`config.mk`:
```
export PLATFORM = sky130hd
export DESIGN_NAME = iter_alu
export DESIGN_NICKNAME = d
export VERILOG_FILES = /design/src/rtl/iter_alu.sv
export SDC_FILE = /design/constraint.sdc
export NUM_CORES = 1
export LEC_CHECK = 0
export BUFFER_PORTS_ARGS = -buffer_cell sky130_fd_sc_hd__buf_2
export CORE_ASPECT_RATIO = 1.25
export CORE_MARGIN = 3
export CORE_UTILIZATION = 45
export CTS_BUF_LIST = sky130_fd_sc_hd__clkbuf_8
export CTS_CLUSTER_DIAMETER = 100
export DETAILED_ROUTE_END_ITERATION = 16
export SYNTH_ARGS = -nofsm -noshare
export SYNTH_HDL_FRONTEND = slang
export SYNTH_SLANG_ARGS = --single-unit
```
`constraint.sdc`:
```
create_clock -name clk -period 13.81 [get_ports clk]
set_clock_uncertainty 0.2 [all_clocks]
set_input_delay 2.762 -clock clk [delete_from_list [all_inputs] [get_ports clk]]
set_output_delay 2.762 -clock clk [all_outputs]
set_load 0.02 [all_outputs]
```
`src/rtl/iter_alu.sv`:
```
// Iterative ALU: single-cycle logic/arith/shift/compare ops plus an optional
// N-cycle shift-add multiplier compiled in only when ITER_ALU_MUL_EN is defined.
module iter_alu #(
  parameter int N = 32
) (
  input  logic         clk,
  input  logic         rst,
  input  logic         in_valid,
  output logic         in_ready,
  input  logic [3:0]   sell,
  input  logic [N-1:0] A,
  input  logic [N-1:0] B,
  output logic         out_valid,
  output logic [N-1:0] ALUout,
  output logic         ZeroFlag,
  output logic         Cout
);

  localparam int SW = $clog2(N);

  localparam logic [3:0] OP_AND  = 4'b0000;
  localparam logic [3:0] OP_OR   = 4'b0001;
  localparam logic [3:0] OP_ADD  = 4'b0010;
  localparam logic [3:0] OP_XOR  = 4'b0011;
  localparam logic [3:0] OP_SLL  = 4'b0100;
  localparam logic [3:0] OP_SRL  = 4'b0101;
  localparam logic [3:0] OP_SUB  = 4'b0110;
  localparam logic [3:0] OP_SRA  = 4'b0111;
  localparam logic [3:0] OP_SLT  = 4'b1000;
  localparam logic [3:0] OP_SLTU = 4'b1001;
  localparam logic [3:0] OP_MUL  = 4'b1010;

  logic          accept_s;
  logic          mul_req_s;
  logic [SW-1:0] shamt_s;
  logic [N:0]    sum_s;
  logic [N-1:0]  res_s;
  logic          cy_s;

  assign accept_s = in_valid & in_ready;
  assign shamt_s  = B[SW-1:0];

  // Single-cycle result and carry; MUL and unknown codes fall to zero here
  always_comb begin
    sum_s = '0;
    res_s = '0;
    cy_s  = 1'b0;
    case (sell)
      OP_AND:  res_s = A & B;
      OP_OR:   res_s = A | B;
      OP_XOR:  res_s = A ^ B;
      OP_ADD: begin
        sum_s = {1'b0, A} + {1'b0, B};
        res_s = sum_s[N-1:0];
        cy_s  = sum_s[N];
      end
      OP_SUB: begin
        sum_s = {1'b0, A} + {1'b0, ~B} + {{N{1'b0}}, 1'b1};
        res_s = sum_s[N-1:0];
        cy_s  = sum_s[N];
      end
      OP_SLL:  res_s = A << shamt_s;
      OP_SRL:  res_s = A >> shamt_s;
      OP_SRA:  res_s = $signed(A) >>> shamt_s;
      OP_SLT:  res_s = {{(N-1){1'b0}}, ($signed(A) < $signed(B))};
      OP_SLTU: res_s = {{(N-1){1'b0}}, (A < B)};
      default: res_s = '0;
    endcase
  end

`ifdef ITER_ALU_MUL_EN
  typedef enum logic [0:0] {
    IDLE = 1'b0,
    MUL  = 1'b1
  } state_t;

  state_t        state_r;
  state_t        state_nxt_s;
  logic [N-1:0]  acc_r;
  logic [N-1:0]  mcand_r;
  logic [N-1:0]  mplier_r;
  logic [SW-1:0] cnt_r;
  logic [N-1:0]  mul_add_s;
  logic          mul_last_s;

  assign mul_req_s  = (sell == OP_MUL);
  assign mul_add_s  = acc_r + (mplier_r[0] ? mcand_r : {N{1'b0}});
  assign mul_last_s = (state_r == MUL) && (cnt_r == SW'(N - 1));

  // FSM state register
  always_ff @(posedge clk) begin
    if (rst) begin
      state_r <= IDLE;
    end else begin
      state_r <= state_nxt_s;
    end
  end

  // FSM next-state logic
  always_comb begin
    state_nxt_s = state_r;
    case (state_r)
      IDLE: begin
        if (accept_s && mul_req_s) begin
          state_nxt_s = MUL;
        end else begin
          state_nxt_s = IDLE;
        end
      end
      MUL: begin
        if (mul_last_s) begin
          state_nxt_s = IDLE;
        end else begin
          state_nxt_s = MUL;
        end
      end
      default: state_nxt_s = IDLE;
    endcase
  end

  // FSM outputs: requests are taken only in IDLE and never during reset
  always_comb begin
    in_ready = 1'b0;
    case (state_r)
      IDLE:    in_ready = ~rst;
      MUL:     in_ready = 1'b0;
      default: in_ready = 1'b0;
    endcase
  end

  // Shift-add multiplier, one multiplier bit per cycle, LSB first
  always_ff @(posedge clk) begin
    if (rst) begin
      acc_r    <= '0;
      mcand_r  <= '0;
      mplier_r <= '0;
      cnt_r    <= '0;
    end else if (accept_s && mul_req_s) begin
      acc_r    <= '0;
      mcand_r  <= A;
      mplier_r <= B;
      cnt_r    <= '0;
    end else if (state_r == MUL) begin
      acc_r    <= mul_add_s;
      mcand_r  <= mcand_r << 1;
      mplier_r <= mplier_r >> 1;
      cnt_r    <= cnt_r + SW'(1);
    end else begin
      acc_r    <= acc_r;
      mcand_r  <= mcand_r;
      mplier_r <= mplier_r;
      cnt_r    <= cnt_r;
    end
  end
`else
  assign mul_req_s = 1'b0;

  // No multi-cycle op exists, so the block is ready whenever not in reset
  always_comb begin
    in_ready = ~rst;
  end
`endif

  // Registered result, flags and completion pulse
  always_ff @(posedge clk) begin
    if (rst) begin
      out_valid <= 1'b0;
      ALUout    <= '0;
      ZeroFlag  <= 1'b0;
      Cout      <= 1'b0;
    end else if (accept_s && !mul_req_s) begin
      out_valid <= 1'b1;
      ALUout    <= res_s;
      ZeroFlag  <= (res_s == {N{1'b0}});
      Cout      <= cy_s;
`ifdef ITER_ALU_MUL_EN
    end else if (mul_last_s) begin
      out_valid <= 1'b1;
      ALUout    <= mul_add_s;
      ZeroFlag  <= (mul_add_s == {N{1'b0}});
      Cout      <= 1'b0;
`endif
    end else begin
      out_valid <= 1'b0;
      ALUout    <= ALUout;
      ZeroFlag  <= ZeroFlag;
      Cout      <= Cout;
    end
  end

endmodule

```
# Word level (Yosys, flattened, before mapping)
# Cells that the tools add are included.
# totals
register_bits	35
input_bits	71
output_inout_bits	36
elab_cells	32
# op_classes
add_sub_neg	3
magnitude_cmp	2
n_eq_ne	9
n_shift	3
muxes	3
bitwise_logic	6
reduce_logical	2
# ops
cell	n
$pmux 32 s10	1
$add 32x32->33	2
$lt 32x32->1	2
$add 33x1->33 const B	1
$and 32x32->32	1
$logic_not 32->1	1
$not 32->32	1
$or 32x32->32	1
$shl 32x5->32	1
$shr 32x5->32	1
$sshr 32x5->32	1
$xor 32x32->32	1
$eq 4x3->1 const B	4
$eq 4x2->1 const B	2
$eq 4x4->1 const B	2
$eq 4x1->1 const B	1
$logic_not 4->1	1
$pmux 1 s2	1
$and 1x1->1	1
$mux 1	1
$not 1->1	1

# Depth between registers and ports, before layout
# logic_depth
depth_word	5
mapped_depth	17
ltp_nobuf	14

# Worst setup path before layout
# Ideal clock, no wire load.
# synth_path
kind	input to register
startpoint	input B[2]
endpoint	register ZeroFlag
arrival_time_ps	6512
required_ps	13526
slack_ps	7014
path_stages	17
path_cell_list	buf_6 buf_6 inv_1 buf_2 clkbuf_1 ha_1 nor2b_1 o2111a_1 o311ai_0 a211oi_1 o21ai_0 mux2_2 nor4b_1 nand4_1 nor4b_1 nand4b_1 o31ai_2
# synth_via
elab_chain_cells	5
# synth_rtl
item	line	text
start, declared	12	input logic [N-1:0] B,
$not 32->32	58	sum_s = {1'b0, A} + {1'b0, ~B} + {{N{1'b0}}, 1'b1};
$add 32x32->33	58	
$add 33x1->33	58	
$pmux 32 s10 *	48	case (sell)
$logic_not 32->1 *	174	ZeroFlag <= (res_s == {N{1'b0}});
end signal, assigned	174	
end signal, assigned	186	ZeroFlag <= ZeroFlag;
end, declared	15	output logic ZeroFlag,
# Every way passes the cells marked *; elsewhere a longest branch is shown, timed or not.
# A chain may end at the register's enable or synchronous reset.

# Worst setup path after layout
# Ends and elaborated chain as after synthesis.

==> run_summary.xml <==
<?xml version="1.0" encoding="UTF-8"?>
<metrics>
  <group name="critical_path">
    <metric name="crit_slowest_cell" unit="">sky130_fd_sc_hd__o311ai_0</metric>
    <metric name="setup.reg_to_reg.worst_slack" unit="ns">12.78</metric>
    <metric name="worst-path-stages" unit="">15</metric>
    <metric name="worstSetupStartpointType" unit="">primary input</metric>
    <metric name="worst-path-buf-inv" unit="">3</metric>
    <metric name="cp_data_arrival_time" unit="ns">7.83</metric>
    <metric name="maximum_single_stage_delay_on_the_critical_path" unit="ns">0.98</metric>
    <metric name="r2r_cells" unit="">2</metric>
    <metric name="critical_path.endpoint_type" unit="">flip-flop</metric>
    <metric name="path_class" unit="">primary input to flip-flop</metric>
    <metric name="cp.required" unit="ns">13.82</metric>
    <metric name="critical_path.max_fanout" unit="">28</metric>
    <metric name="worstPathCellList" unit="">buf_4, inv_1, buf_4, ha_1, nor2b_1, o2111a_1, o311ai_0, a211oi_1, o21ai_0, mux2_2, nor4b_1, nand4_1, nor4b_1, nand4b_1, o31ai_2</metric>
    <metric name="critical-path-top-delay-family" unit="">compound AO/OA/AOI/OAI gates</metric>
  </group>
  <group name="synth">
    <metric name="synth_cells" unit="">1695</metric>
    <metric name="count_of_flip_flops_with_a_built_in_enable_after_synthesis" unit="">0</metric>
    <metric name="synth.lib_cells_used.distinct" unit="">97</metric>
    <metric name="ys.flop_type" unit="">sky130_fd_sc_hd__dfxtp_1</metric>
    <metric name="ys.warnings.count" unit="">0</metric>
    <metric name="synthesis.area_per_instance" unit="sq um">7.02</metric>
    <metric name="yosys-top-cells-area" unit="">sky130_fd_sc_hd__ha_1, sky130_fd_sc_hd__mux4_2, sky130_fd_sc_hd__nor2_1</metric>
    <metric name="synth.top_cell.area_share" unit="">0.108</metric>
    <metric name="postSynthRegisterBits" unit="">35</metric>
    <metric name="post_synth_instance_area" unit="sq um">11900</metric>
    <metric name="portion_of_the_post_synthesis_area_used_by_sequential_elements" unit="">0.0589</metric>
    <metric name="synthArstFlopShare" unit="">0</metric>
    <metric name="synth.largest_area_cell" unit="">sky130_fd_sc_hd__ha_1</metric>
    <metric name="syn-num-nets" unit="">1871</metric>
  </group>
  <group name="route">
    <metric name="wire_per_inst" unit="microns">30.5</metric>
    <metric name="detail_route.wirelength" unit="mm">61.6</metric>
    <metric name="num_vias" unit="">14661</metric>
    <metric name="final_antenna_net_count" unit="">0</metric>
    <metric name="drtIter0Drc" unit="">1870</metric>
    <metric name="drtPass1Iterations" unit="">6</metric>
    <metric name="post_drt_via_cell_ratio" unit="">7.25</metric>
    <metric name="detail_route.drc_violations" unit="">0</metric>
  </group>
  <group name="outcome">
    <metric name="outcome" unit="">complete, no violations</metric>
  </group>
  <group name="placement">
    <metric name="port_buffers" unit="">106</metric>
    <metric name="instance_area_after_placement" unit="sq um">12400</metric>
    <metric name="gp_routability_congestion" unit="">1.13</metric>
    <metric name="dpl.hpwl" unit="mm">47.6</metric>
  </group>
  <group name="sta">
    <metric name="setup_repair_after_global_routing_missed_its_margin" unit="">false</metric>
    <metric name="timing.final.crit_share" unit="">0.567</metric>
    <metric name="timing.final.crit_period" unit="ns">7.82</metric>
    <metric name="final_hold_viol_count" unit="">0</metric>
    <metric name="relSlewSlack" unit="">0.198</metric>
    <metric name="tightest_slew" unit="ns">1.19</metric>
    <metric name="summed_negative_setup_slack_over_all_endpoints" unit="ns">0</metric>
    <metric name="final-setup-viol-count" unit="">0</metric>
    <metric name="drv_slew" unit="">0</metric>
    <metric name="maxClockFrequency" unit="GHz">0.128</metric>
  </group>
  <group name="floorplan">
    <metric name="die_x" unit="microns">151</metric>
    <metric name="fp.coreArea" unit="sq um">25600</metric>
    <metric name="floorplan.die_area" unit="sq um">28400</metric>
    <metric name="placement_rows" unit="">65</metric>
    <metric name="io_pins" unit="">107</metric>
    <metric name="die_height" unit="microns">188</metric>
    <metric name="floorplan.initialDensity" unit="">0.464</metric>
  </group>
  <group name="global_routing">
    <metric name="grt_first_pass_wirelength" unit="mm">89.3</metric>
    <metric name="antenna_found_initial" unit="">0</metric>
    <metric name="groute.layer.met1.usage" unit="">0.549</metric>
    <metric name="grt_most_used_layer" unit="">met2</metric>
    <metric name="groute.usage.overall" unit="">0.416</metric>
    <metric name="grt_start_max_net_pins" unit="">78</metric>
    <metric name="number_of_global_route_vias_before_repair" unit="">13446</metric>
    <metric name="met2_track_demand_over_resource_in_global_routing" unit="">0.648</metric>
    <metric name="gr-usage-met3" unit="">0.0505</metric>
    <metric name="globalRoute.totalOverflow" unit="">0</metric>
  </group>
  <group name="run">
    <metric name="drv.max_cap_violation_count" unit="">0</metric>
  </group>
  <group name="clock_network">
    <metric name="cts_htree_levels" unit="">2</metric>
    <metric name="cts.root.buffer_cell" unit="">sky130_fd_sc_hd__clkbuf_8</metric>
    <metric name="cts_tree" unit="">yes</metric>
    <metric name="post_cts_hold_buffer_count" unit="">0</metric>
    <metric name="postCtsSetupBuffers" unit="">0</metric>
    <metric name="worst_setup_hold_path_clk_slew" unit="ns">0.07</metric>
    <metric name="cts-root-to-sink-buffers" unit="">2</metric>
    <metric name="cts_repair_resize_count" unit="">0</metric>
    <metric name="cts_buffers" unit="">5</metric>
    <metric name="worst_skew_pair.late_latency" unit="ns">0.28</metric>
    <metric name="clock_sink_count" unit="">35</metric>
  </group>
  <group name="power_and_ir_drop">
    <metric name="power.density" unit="nW/um^2">57.7</metric>
    <metric name="cellLeakagePower" unit="uW">0.00517</metric>
    <metric name="vdd_drop_max" unit="V">0.0000299</metric>
  </group>
  <group name="hold_path">
    <metric name="min_delay_path_depth" unit="">2</metric>
    <metric name="min-delay-path-class" unit="">flip-flop to flip-flop</metric>
  </group>
  <group name="layout">
    <metric name="syn_to_final_growth" unit="%">5.00</metric>
    <metric name="design_area" unit="sq um">12500</metric>
    <metric name="drive_gt1_frac" unit="">0.152</metric>
    <metric name="finalNetCount" unit="">1862</metric>
  </group>
</metrics>
-- tightest hold or removal path: stages (launching register included) --
cell and delay [ns]:
sky130_fd_sc_hd__dfxtp_1 0.31, sky130_fd_sc_hd__nand3_1 0.07, sky130_fd_sc_hd__o31ai_2 0.06
-- worst paths after layout --
path,start,to
hold / removal,ZeroFlag,ZeroFlag
setup reg to reg,ALUout[19],ALUout[19]
setup / recovery,B[2],ZeroFlag
hold reg to reg,ZeroFlag,ZeroFlag
-- cell usage after synthesis (7+ instances only) --
master / count
sky130_fd_sc_hd__buf_6: 7
sky130_fd_sc_hd__a21o_1: 10
sky130_fd_sc_hd__inv_1: 98
sky130_fd_sc_hd__nand3_1: 36
sky130_fd_sc_hd__a31oi_1: 15
sky130_fd_sc_hd__xnor2_1: 10
sky130_fd_sc_hd__clkbuf_1: 78
sky130_fd_sc_hd__o21bai_1: 10
sky130_fd_sc_hd__o211ai_1: 41
sky130_fd_sc_hd__a211o_1: 10
sky130_fd_sc_hd__mux2i_1: 70
sky130_fd_sc_hd__o221ai_1: 9
sky130_fd_sc_hd__nand2_1: 153
sky130_fd_sc_hd__o31ai_1: 21
sky130_fd_sc_hd__or2_2: 14
sky130_fd_sc_hd__o311ai_0: 8
sky130_fd_sc_hd__and2_1: 11
sky130_fd_sc_hd__a211oi_1: 40
sky130_fd_sc_hd__mux2_2: 32
sky130_fd_sc_hd__nand4_1: 20
sky130_fd_sc_hd__nor2b_1: 26
sky130_fd_sc_hd__dfxtp_1: 35
sky130_fd_sc_hd__a311oi_1: 7
sky130_fd_sc_hd__nand2b_1: 23
sky130_fd_sc_hd__a221oi_1: 16
sky130_fd_sc_hd__buf_4: 12
sky130_fd_sc_hd__a21oi_1: 125
sky130_fd_sc_hd__or3_1: 8
sky130_fd_sc_hd__o21ai_0: 103
sky130_fd_sc_hd__mux4_2: 40
sky130_fd_sc_hd__and3_1: 8
sky130_fd_sc_hd__a32oi_1: 8
sky130_fd_sc_hd__ha_1: 103
sky130_fd_sc_hd__a22oi_1: 9
sky130_fd_sc_hd__buf_2: 44
sky130_fd_sc_hd__o2111ai_1: 7
sky130_fd_sc_hd__nor4b_1: 7
sky130_fd_sc_hd__o22ai_1: 27
sky130_fd_sc_hd__nor3_1: 51
sky130_fd_sc_hd__nor2_1: 189
sky130_fd_sc_hd__nor4_1: 21
-- final cells by class --
type | instances | area (sq um)
inverters | 103 | 387
well taps | 335 | 419
clock buffers | 6 | 82.6
clock inverters | 2 | 35.0
flip-flops and latches | 35 | 701
multi-input cells | 1410 | 10100
repair buffers | 131 | 721
diodes | 1 | 2.50
fillers | 2723 | 13100
-- layer usage --
layer	share of wire	wire length [microns]
met3	0.092	5680
met2	0.45	27800
met5	0	0
met4	0.070	4340
met1	0.39	23800
-- power by group --
part | internal [uW] | switching, uW
sequential | 109 | 3.54
combinational | 166 | 347
clock | 58.4 | 36.9
total | 333 | 388
-- cell usage in the layout, fill, tap and decap left out, types with 27 or more instances in the layout --
cell type,n
sky130_fd_sc_hd__inv_1,98
sky130_fd_sc_hd__mux2_2,32
sky130_fd_sc_hd__o22ai_1,27
sky130_fd_sc_hd__nand3_1,36
sky130_fd_sc_hd__dfxtp_1,35
sky130_fd_sc_hd__nand2_1,153
sky130_fd_sc_hd__mux2i_1,70
sky130_fd_sc_hd__o211ai_1,41
sky130_fd_sc_hd__nor2_1,189
sky130_fd_sc_hd__a211oi_1,40
sky130_fd_sc_hd__mux4_2,40
sky130_fd_sc_hd__nor3_1,51
sky130_fd_sc_hd__ha_1,103
sky130_fd_sc_hd__a21oi_1,125
sky130_fd_sc_hd__o21ai_0,103
sky130_fd_sc_hd__buf_2,105
-- per-stage QoR --
stage	hold WS [ns]	total power [uW]	instances	setup slack, ns	utilization
5_1_grt	0.315	751	2022	5.81	0.487
2_1_floorplan	0.360	443	1695	7.01	-
6_report	0.279	721	2023	5.99	0.487
3_5_place_dp	0.270	605	2014	5.84	0.483
3_3_place_gp	0.278	603	2013	5.21	0.483
4_1_cts	0.279	702	2022	6.13	0.487
-- state kept, by name (all words and copies together) (netlist names) --
name / count
Cout: 1
out_valid: 1
ALUout: 32
ZeroFlag: 1
-- kinds of logic (layout without fill, tap and decap cells) --
group                    Yosys count  after routing  share of synthesized area
AND/OR/NAND/NOR                  595            595                      0.240
AO/OA/AOI/OAI                    554            554                      0.322
buffers and inverters            250            242                     0.0917
multiplexers                     144            144                      0.167
adder cells (fa/ha/maj)          105            105                      0.112
flip-flops                        35             35                     0.0589
XOR/XNOR                          12             12                    0.00884
other                              0              1                          0
Note: power is estimated with default switching activity, not from simulation.
